## config.mk

```make
export PLATFORM = sky130hd
export DESIGN_NAME = parity_stream
export DESIGN_NICKNAME = d
export VERILOG_FILES = /design/src/rtl/parity_pkg.sv /design/src/rtl/parity_reduce.sv /design/src/rtl/parity_stream.sv
export SDC_FILE = /design/constraint.sdc
export NUM_CORES = 1
export LEC_CHECK = 0
export ABC_AREA = 1
export BUFFER_PORTS_ARGS = -buffer_cell sky130_fd_sc_hd__buf_2
export CAP_MARGIN = 20
export CORE_MARGIN = 2
export CORE_UTILIZATION = 28
export CTS_CLUSTER_DIAMETER = 80
export DETAILED_ROUTE_END_ITERATION = 10
export GPL_ROUTABILITY_DRIVEN = 0
export SYNTH_ARGS = -nofsm -noshare
export SYNTH_HDL_FRONTEND = slang
export SYNTH_HIERARCHICAL = 1
export SYNTH_SLANG_ARGS = --single-unit
export TNS_END_PERCENT = 30
```

## constraint.sdc

```tcl
create_clock -name clk -period 1.15 [get_ports clk]
set_input_delay 0.23 -clock clk [delete_from_list [all_inputs] [get_ports clk]]
set_output_delay 0.23 -clock clk [all_outputs]
set_load 0.01 [all_outputs]
```

## src/rtl/parity_pkg.sv

```systemverilog
`default_nettype none
// +--------------------------------------------------------------------+
// | parity_pkg : shared state encoding and parity-sense constants      |
// | Revision   : 1.0                                                   |
// +--------------------------------------------------------------------+
package parity_pkg;

  typedef enum logic [0:0] {
    ST_ACCUM  = 1'b0,
    ST_RESULT = 1'b1
  } state_t;

  localparam logic PAR_EVEN = 1'b0;
  localparam logic PAR_ODD  = 1'b1;

endpackage
`default_nettype wire

```

## src/rtl/parity_reduce.sv

```systemverilog
`default_nettype none
// +--------------------------------------------------------------------+
// | parity_reduce : combinational XOR reduction of one WIDTH-bit word  |
// | Revision      : 1.0                                                |
// +--------------------------------------------------------------------+
module parity_reduce #(
  parameter int WIDTH = 8
) (
  input  logic [WIDTH-1:0] data,
  output logic             parity
);

  assign parity = ^data;

endmodule
`default_nettype wire

```

## src/rtl/parity_stream.sv

```systemverilog
`default_nettype none
// +--------------------------------------------------------------------+
// | parity_stream : per-frame parity generator / checker on a stream   |
// | Revision      : 1.0                                                |
// +--------------------------------------------------------------------+
module parity_stream
  import parity_pkg::*;
#(
  parameter int WIDTH     = 8,
  parameter int ODD       = 0,
  parameter int MAX_BEATS = 16,
  parameter int CNT_W     = $clog2(MAX_BEATS + 1)
) (
  input  logic             clk,
  input  logic             rst,
  input  logic             in_valid,
  output logic             in_ready,
  input  logic [WIDTH-1:0] in_data,
  input  logic             in_last,
  input  logic             check_mode,
  input  logic             in_par,
  output logic             out_valid,
  input  logic             out_ready,
  output logic             out_parity,
  output logic             out_error,
  output logic [CNT_W-1:0] out_count,
  output logic             out_overflow
);

  localparam logic [CNT_W-1:0] MAX_CNT   = CNT_W'(MAX_BEATS);
  localparam logic             PAR_SENSE = (ODD != 0) ? PAR_ODD : PAR_EVEN;

  state_t           state;
  logic             acc;
  logic             first;
  logic             mode;
  logic             overflow;
  logic [CNT_W-1:0] count;

  logic             word_par;
  logic             beat;
  logic             at_max;
  logic             final_par;
  logic             frame_mode;
  logic [CNT_W-1:0] count_nxt;

  parity_reduce #(.WIDTH(WIDTH)) u_reduce (
    .data   (in_data),
    .parity (word_par)
  );

  assign in_ready   = (state == ST_ACCUM);
  assign out_valid  = (state == ST_RESULT);
  assign beat       = in_valid && in_ready;
  assign at_max     = (count == MAX_CNT);
  assign count_nxt  = at_max ? count : count + CNT_W'(1);
  assign final_par  = acc ^ word_par ^ PAR_SENSE;
  // A single-beat frame has no latched mode yet, so take it straight from the port.
  assign frame_mode = first ? check_mode : mode;

  always_ff @(posedge clk) begin
    if (rst) begin
      state        <= ST_ACCUM;
      acc          <= 1'b0;
      count        <= '0;
      overflow     <= 1'b0;
      first        <= 1'b1;
      mode         <= 1'b0;
      out_parity   <= 1'b0;
      out_error    <= 1'b0;
      out_count    <= '0;
      out_overflow <= 1'b0;
    end else begin
      case (state)
        ST_ACCUM: begin
          if (beat) begin
            if (in_last) begin
              out_parity   <= final_par;
              out_error    <= frame_mode & (final_par != in_par);
              out_count    <= count_nxt;
              out_overflow <= overflow | at_max;
              state        <= ST_RESULT;
            end else begin
              acc      <= acc ^ word_par;
              count    <= count_nxt;
              overflow <= overflow | at_max;
              first    <= 1'b0;
              if (first) mode <= check_mode;
            end
          end
        end
        ST_RESULT: begin
          if (out_ready) begin
            state    <= ST_ACCUM;
            acc      <= 1'b0;
            count    <= '0;
            overflow <= 1'b0;
            first    <= 1'b1;
          end
        end
        default: state <= ST_ACCUM;
      endcase
    end
  end

endmodule
`default_nettype wire
```

---- Word-level counts from Yosys, hierarchy flattened ----
Index checks and enable logic that the tools add are counted.
word-level totals
  register bits after elaboration ......... 18
  bits of input ports ..................... 15
cells by class
  add/sub/neg operators ................... 1
  equal/unequal tests ..................... 5
  mux-type cells .......................... 21
  bitwise gates (word level) .............. 5
  reductions and logical operators ........ 5
operators by type and width
  kind                   count
  $mux W5                4
  $mux W1                12
  $pmux W5 S2            1
  $reduce_and A3 Y1      3
  $pmux W1 S2            4
  $reduce_xor A8 Y1      1
  $add A5 B1 Y5 const B  1
  $eq A5 B5 Y1 const B   1
  $ne A2 B2 Y1 const B   2
  $ne A2 B1 Y1 const B   1
  $not A1 Y1             2
  $and A1 B1 Y1          1
  $logic_and A1 B1 Y1    1
  $ne A1 B1 Y1           1
  $or A1 B1 Y1           1
  $xor A1 B1 Y1          1

---- Logic depth before layout (Yosys ltp) ----
Gate-level depths: netlist (run 1).
  word-level depth ........................ 5
  depth in mapped cells ................... 13

---- Modules after synthesis ----
Netlist (run 1), hierarchy kept.
modules (own cells, without submodules)
  module         times used  cells an instance  area each (um^2)
  parity_stream  1           122                857.1
  parity_reduce  1           47                 176.4

---- Least setup slack after synthesis (run 1) ----
No wires, ideal clock.
  kind .................................... register -> register
  start point ............................. register count[0]
  end point ............................... register out_count[0]
  setup time .............................. 109 ps
  arrival time ............................ 1052 ps
  data required time ...................... 1041 ps
  path slack .............................. -11 ps
  stages on the path, launching flop included .. 11
  buffers on the path ..................... 0
  clock period less this slack ............ 1161 ps
  cell sequence ........................... dfxtp_1 > inv_1 > ha_1 > nand2_1 > inv_1 > nand2_1 > nand2_1 > nand2_1 > nand2_1 > nand2_1 > inv_1
on the way
  longest elaborated chain between the ends .. 2
  elaborated cells on any way between the ends .. 3
RTL lines
  item                                           line                                      RTL
  from (decl)                                    parity_stream.sv:38                       logic [CNT_W-1:0] count;
  from (signal assigned)                         parity_stream.sv:85                       count <= count_nxt;
  $add A5 B1 Y5 or $eq A5 B5 Y1 (tied branches)  parity_stream.sv:56, parity_stream.sv:55
  $mux W5 *                                      parity_stream.sv:56                       assign count_nxt = at_max ? count : count + CNT_W'(1);
  to (signal assigned)                           parity_stream.sv:80                       out_count <= count_nxt;
  to (decl)                                      parity_stream.sv:26                       output logic [CNT_W-1:0] out_count,
Every way passes the cells marked *; elsewhere a longest branch is shown, timed or not.
A chain may end at the register's enable or synchronous reset.

---- Final worst setup path (run 1) ----
  start point ............................. register count[0]
  end point ............................... register out_count[2]
The elaborated chain is that of the path after synthesis.

==> qor.csv, run 1 <==
stage;metric;value;unit
cts;sink count of the clock tree;18;
worst_hold_path;instance count along the most critical hold path;3;
floorplanning;Die Wd;64.8;µm
pwr;power per unit of standard cell area;1060;nW/µm²
drt;wire length reported by the detailed router;2310;µm
global_routing;via count of the first global-routing pass;941;
floorplanning;chip height;64.8;µm
worst_setup_path;WP data required;1.30;ns
cts;clock-pin slew on the worst setup and hold paths;0.07;ns
cells_and_area;area used by sequential logic in the layout;364;µm²
sta;clock period minus worst slack;1.11;ns
global_routing;pin count of the biggest net entering global routing;12;
cells_and_area;number of antenna cells inserted;0;
synthesis;average instance area after synthesis;6.12;µm²
cts;library cell used as clock root buffer;clkbuf_8;
global_routing;first-pass GRT wire length;3880;µm
cells_and_area;fraction of layout cells with a size suffix above 1;28.9;%
worst_setup_path;crit path launch type;flop;
cells_and_area;area growth from synthesis to layout;33.8;%
sta;portion of the clock cycle consumed by the worst path in the final layout;96.5;%
pwr;Clk network pwr share;35.4;%
sta;Pins Over Slew Limit;0;
floorplanning;core area;3610;µm²
worst_hold_path;path type of the worst min-delay path;input port to flop;
sta;tightest hold margin;0.249;ns
synthesis;largest cells by area after synthesis;dfxtp_1, nand2_1, inv_1, a21oi_1, nand3_1;
pwr;Leak;0.000725;µW
cts;TritonCTS clock tree;done;
global_routing;total congestion overflow;0;
pwr;internal power contribution;1070;µW
pwr;part of the power in registers;45.8;%
cells_and_area;fill cell total of the finished layout;391;
worst_setup_path;maximum fanout along the worst path;3;
sta;Worst Max-Slew Pin Slew;0.249;ns
sta;count of endpoints failing hold in the final timing report;0;
synthesis;fraction of post-synthesis cell area in the top cell type by area;34.9;%
floorplanning;row count;22;
cts;total clock buffers created by CTS;3;
pwr;Net Switching;394;µW
sta;aggregate negative setup slack;0;ns
sta;setup skew after layout;0.00137;ns
drt;detailed-route wire length per cell;9.18;µm
synthesis;synth warn;6;
synthesis;Post-Syn Instances;169;
placement;number of port buffers;24;
global_routing;gr usage total;11.6;%
floorplanning;num ports;25;
drt;drt via density;4.28;
flow_run;MaxCap Viol Count;0;
sta;Highest Clock Rate;901;MHz
global_routing;antenna violations before repair;0;
outcome;status;complete, no violations;
synthesis;Seq cells post-synth;18;
drt;Routed Antenna Nets;0;
drt;via count;1079;
cells_and_area;area occupied by multi-input gates;603;µm²
worst_setup_path;reg2reg path depth;8;
worst_setup_path;category of the worst setup path capture point;flop;
pwr;peak supply drop;0.496;mV
cts;clock latency reported for the late side of the worst-skew pair;0.25;ns
pwr;share of power burned in combinational logic;18.8;%
sta;setup repair after global routing missed its margin;yes;
worst_setup_path;WS Path Type;flop to flop;
sta;Setup violations, final;0;
synthesis;net count after synthesis;186;
pwr;switching part of the total power;26.9;%
cts;hold buffer count at cts;0;
pwr;Design Power;1470;µW
cts;depth of the CTS H-tree;1;
drt;Initial DRC Count;45;
cells_and_area;Core Util, Final;38.3;%
cts;number of buffers between clock root and the deepest sink;2;
sta;Max-Slew Margin vs Limit;83.2;%
synthesis;cell type contributing the most total cell area after synthesis;dfxtp_1;
synthesis;combined area of all synthesized cells;1030;µm²
drt;iteration count of the initial detailed-routing pass;4;
synthesis;number of distinct library cells after synthesis;18;
drt;detailed-route DRC error count;0;
floorplanning;overall die area;4190;µm²
cells_and_area;net count of the finished layout;222;
worst_setup_path;data arrival at the endpoint of the critical path;1.26;ns
placement;HPWL after detailed placement;1780;µm
synthesis;post-synthesis sequential area ratio;34.9;%
floorplanning;starting utilization of the core area;28.7;%
[synthesized netlist by cell type]
cell type / count
nand4_1: 2
xor2_1: 1
nand2_2: 1
dfxtp_1: 18
ha_1: 2
nand3_1: 13
buf_2: 1
or2_2: 1
nand2_1: 67
nor2_1: 8
o21ai_0: 7
buf_6: 2
a21oi_1: 13
o21ai_1: 1
o21a_1: 2
inv_2: 1
nor2_2: 3
inv_1: 26
[timing repair]
item,in CTS,in global routing
setup endpoints to repair,4,16
buffers inserted,0,1
pin swaps,0,8
cloned,0,0
gates resized for setup,2,17
[power groups by stage]
| stage | registers [µW] | logic, µW | clock network (µW) |
|---|---|---|---|
| 3_3_place_gp | 685 | 258 | 0 |
| 5_1_grt | 676 | 316 | 566 |
| 6_report | 672 | 276 | 520 |
| 4_1_cts | 671 | 262 | 533 |
| 2_1_floorplan | 696 | 153 | 0 |
| 3_5_place_dp | 685 | 261 | 0 |
[flip-flops by register name (all words and copies together) (netlist names)]
register,count
acc,1
out_valid,1
overflow,1
mode,1
out_parity,1
first,1
count,5
out_count,5
out_overflow,1
out_error,1
[kinds of logic (layout without fill, tap and decap cells)]
logic type | after synthesis | in the layout | synth area share, %
buffers and inverters | 30 | 65 | 12.5
xor gates and xnor gates | 1 | 1 | 0.848
and+or+nand+nor | 95 | 95 | 37.8
DFF | 18 | 18 | 34.9
AOI/OAI and AO/OA | 23 | 23 | 11.6
adders and majority gates | 2 | 2 | 2.42
[layout by cell type (no fill, tap or decap), drive strengths merged]
master / netlist / final
nand2: 68 / 68
buf: 3 / 34
inv: 27 / 27
dfxtp: 18 / 18
a21oi: 13 / 13
nand3: 13 / 13
nor2: 11 / 11
o21ai: 8 / 8
clkbuf: 0 / 4
nand4: 2 / 2
o21a: 2 / 2
ha: 2 / 2
or2: 1 / 1
xor2: 1 / 1
[metrics by stage]
stage          worst slack [ns]  cells  cell area (µm²)
2_1_floorplan            0.0397    169             1030
3_3_place_gp            -0.0922    247             1250
3_5_place_dp             -0.163    247             1250
4_1_cts                0.000239    251             1320
5_1_grt                 -0.0634    252             1380
6_report                 0.0400    252             1380
[cell type report]
type	count	share of cell area [%]
Clock buffer	4	3.98
Inverter	27	7.33
Multi-Input combinational cell	121	43.6
Sequential cell	18	26.3
Tap cell	48	4.34
Timing Repair Buffer	34	14.4
[final timing paths]
kind	startpoint	end	slack (ns)
worst max-delay path	count[0]	out_count[2]	0.04
worst min-delay path	out_ready	out_valid	0.25
worst max register to register	count[0]	out_count[2]	0.04
worst min register to register	overflow	overflow	0.45
[metal layers]
metal | global-route usage, % | vias to the layer above | wire length [µm]
li1 | - | 594 | -
met1 | 14.7 | 460 | 1170
met2 | 20.1 | 23 | 1050
met3 | 2.08 | 2 | 83
met4 | 3.19 | 0 | 13
met5 | 0 | - | 0
[critical path, stage by stage, from the launching register on]
cell and delay [ns]:
dfxtp_2 0.33, inv_2 0.05, ha_2 0.15, nand2_1 0.05, inv_2 0.07, nand2_4 0.06, buf_4 0.14, a21oi_2 0.10
nor2_1 0.04
Power figures use the tool's default switching activity.
==> run 2: changes to the inputs <==
Settings changed: PLACE_DENSITY set to 0.61.
==> run 2 against run 1 <==
  * Clock skew about the same
  * Hold slack improved by 0.0043 ns
  * Global-route usage grew 0.87 points
  * Total power rose by 1.3%
  * Final area increased by 3.5%
  * Largest power group unchanged
  * Routed wire length increased by 4.3%
  * Register-to-register slack is essentially flat
  * Critical path depth is 3 lower
  * Clock power rose by 1%
  * First-iteration DRC count rose by 11%
  * Clock-buffer cell count did not move
  * Maximum frequency down 0.21%
==> qor.csv, run 2 (synthesized netlist as in run 1, its figures left out) <==
stage;metric;value;unit
pwr;power per unit of standard cell area;1040;nW/µm²
cells_and_area;area used by sequential logic in the layout;368;µm²
drt;iteration count of the initial detailed-routing pass;4;
cells_and_area;most frequent cells in the layout;nand2_1, buf_2, inv_1;
worst_setup_path;crit path launch type;flop;
sta;clock period minus worst slack;1.11;ns
sta;Max-Slew Margin vs Limit;83.4;%
floorplanning;overall die area;4190;µm²
drt;via count;1101;
cells_and_area;fraction of layout cells with a size suffix above 1;35.0;%
global_routing;gr usage total;12.5;%
cts;number of buffers between clock root and the deepest sink;2;
cells_and_area;net count of the finished layout;221;
cells_and_area;number of antenna cells inserted;0;
cells_and_area;fill cell total of the finished layout;389;
global_routing;pin count of the biggest net entering global routing;12;
drt;drt via density;4.39;
drt;Initial DRC Count;50;
worst_setup_path;WP data required;1.30;ns
floorplanning;core area;3610;µm²
drt;wire length reported by the detailed router;2410;µm
outcome;status;complete, no violations;
cts;sink count of the clock tree;18;
worst_hold_path;path type of the worst min-delay path;input port to flop;
pwr;peak supply drop;0.328;mV
cts;TritonCTS clock tree;done;
global_routing;via count of the first global-routing pass;1031;
worst_setup_path;category of the worst setup path capture point;flop;
sta;portion of the clock cycle consumed by the worst path in the final layout;96.7;%
pwr;Leak;0.000727;µW
worst_setup_path;maximum fanout along the worst path;4;
floorplanning;chip height;64.8;µm
floorplanning;Die Wd;64.8;µm
worst_setup_path;maximum single-stage delay on the critical path;0.36;ns
cts;clock latency reported for the late side of the worst-skew pair;0.26;ns
worst_setup_path;Critical path buffers and inverters;1;
sta;setup repair after global routing missed its margin;yes;
drt;topmost layer with routed signal wires;met4;
sta;setup skew after layout;0.00174;ns
worst_setup_path;Top Family by Delay on Critical Path;flip-flops;
floorplanning;starting utilization of the core area;28.7;%
floorplanning;num ports;25;
drt;Met2 Wirelength;1220;µm
sta;count of endpoints failing hold in the final timing report;0;
drt;Routed Antenna Nets;0;
sta;Pins Over Slew Limit;0;
cells_and_area;area growth from synthesis to layout;38.5;%
sta;aggregate negative setup slack;0;ns
sta;Worst Max-Slew Pin Slew;0.248;ns
floorplanning;row count;22;
worst_setup_path;data arrival at the endpoint of the critical path;1.27;ns
cts;hold buffer count at cts;0;
global_routing;total congestion overflow;0;
worst_setup_path;slowest library cell on the worst path;dfxtp_4;
cells_and_area;registers with the highest flip-flop counts;count x5, out_count x5;
global_routing;first-pass GRT wire length;4120;µm
cells_and_area;Design Area, Final;1430;µm²
cts;depth of the CTS H-tree;1;
worst_setup_path;worst path cell trace;buf_6 > ha_4 > xor2_4 > a21oi_1 > nor2_1;
cts;total clock buffers created by CTS;3;
global_routing;antenna violations before repair;0;
cells_and_area;area occupied by multi-input gates;652;µm²
worst_setup_path;WS Path Type;flop to flop;
cts;library cell used as clock root buffer;clkbuf_8;
cells_and_area;most frequent standard cell in the layout excluding fill and tap cells;nand2_1;
flow_run;MaxCap Viol Count;0;
placement;number of port buffers;24;
drt;detailed-route DRC error count;0;
drt;total length of routed met3 wires;108;µm
sta;Highest Clock Rate;899;MHz
cts;clock-pin slew on the worst setup and hold paths;0.07;ns
sta;Setup violations, final;0;
placement;area of placed instances;1240;µm²
drt;detailed-route wire length per cell;9.61;µm
drt;met1 wire length;1040;µm
placement;HPWL after detailed placement;1730;µm
-- run 2: changes by cell type in the layout (fill, tap and decap cells not counted), sizes merged --
cell	before	now
buf	34	33
-- run 2: what timing repair did --
| item | 4_1_cts | 5_1_grt |
|---|---|---|
| endpoints found under the hold margin | 0 | 0 |
| setup buffers | 0 | 2 |
| gates resized for setup | 4 | 32 |
| pin swaps | 1 | 9 |
| endpoints found under the setup margin | 4 | 13 |
-- run 2: cell type report --
cell class,instances,share of cell area [%]
inverter,27,7.08
clock buffer,4,3.85
tap,48,4.20
timing repair buffer,33,13.6
sequential,18,25.7
multi-input combinational,121,45.5
-- run 2: worst paths after layout --
path                                 from           end  slack [ns]  cells past startpoint
worst min-delay path            out_ready     out_valid        0.25                      3
worst min register to register       mode          mode        0.45                      2
worst max register to register   count[1]  out_count[2]        0.04                      5
worst max-delay path             count[1]  out_count[2]        0.04                      5
-- run 2: power by group --
part | internal [µW] | switching, µW | leakage, µW | total (µW)
registers | 654 | 16.4 | 0.000149 | 670
logic | 120 | 169 | 0.000549 | 289
clock network | 305 | 222 | 0.0000288 | 527
total | 1080 | 408 | 0.000727 | 1490
-- run 2: through the flow --
step / total power, µW / setup WS (ns) / hold WS (ns) / util [%] / cells
6_report: 1490 / 0.0377 / 0.253 / 39.7 / 251
3_5_place_dp: 944 / -0.155 / 0.446 / 34.4 / 245
5_1_grt: 1580 / -0.0368 / 0.257 / 39.7 / 251
3_3_place_gp: 941 / -0.0995 / 0.444 / 34.4 / 245
4_1_cts: 1480 / 0.00412 / 0.242 / 36.3 / 249
2_1_floorplan: 849 / 0.0397 / 0.412 / - / 169
-- run 2: metal layers --
metal  track usage (%)  vias up
met5                 0        -
met4              4.79        0
met3              3.82        4
met2              21.5       26
met1              14.4      484
li1                  -      587
-- run 2: tightest hold or removal path, delay by kind of cell --
family / cells / cell delay (ns)
and+or+nand+nor: 1 / 0.09
buffers and inverters: 1 / 0.09
AOI/OAI and AO/OA: 1 / 0.06
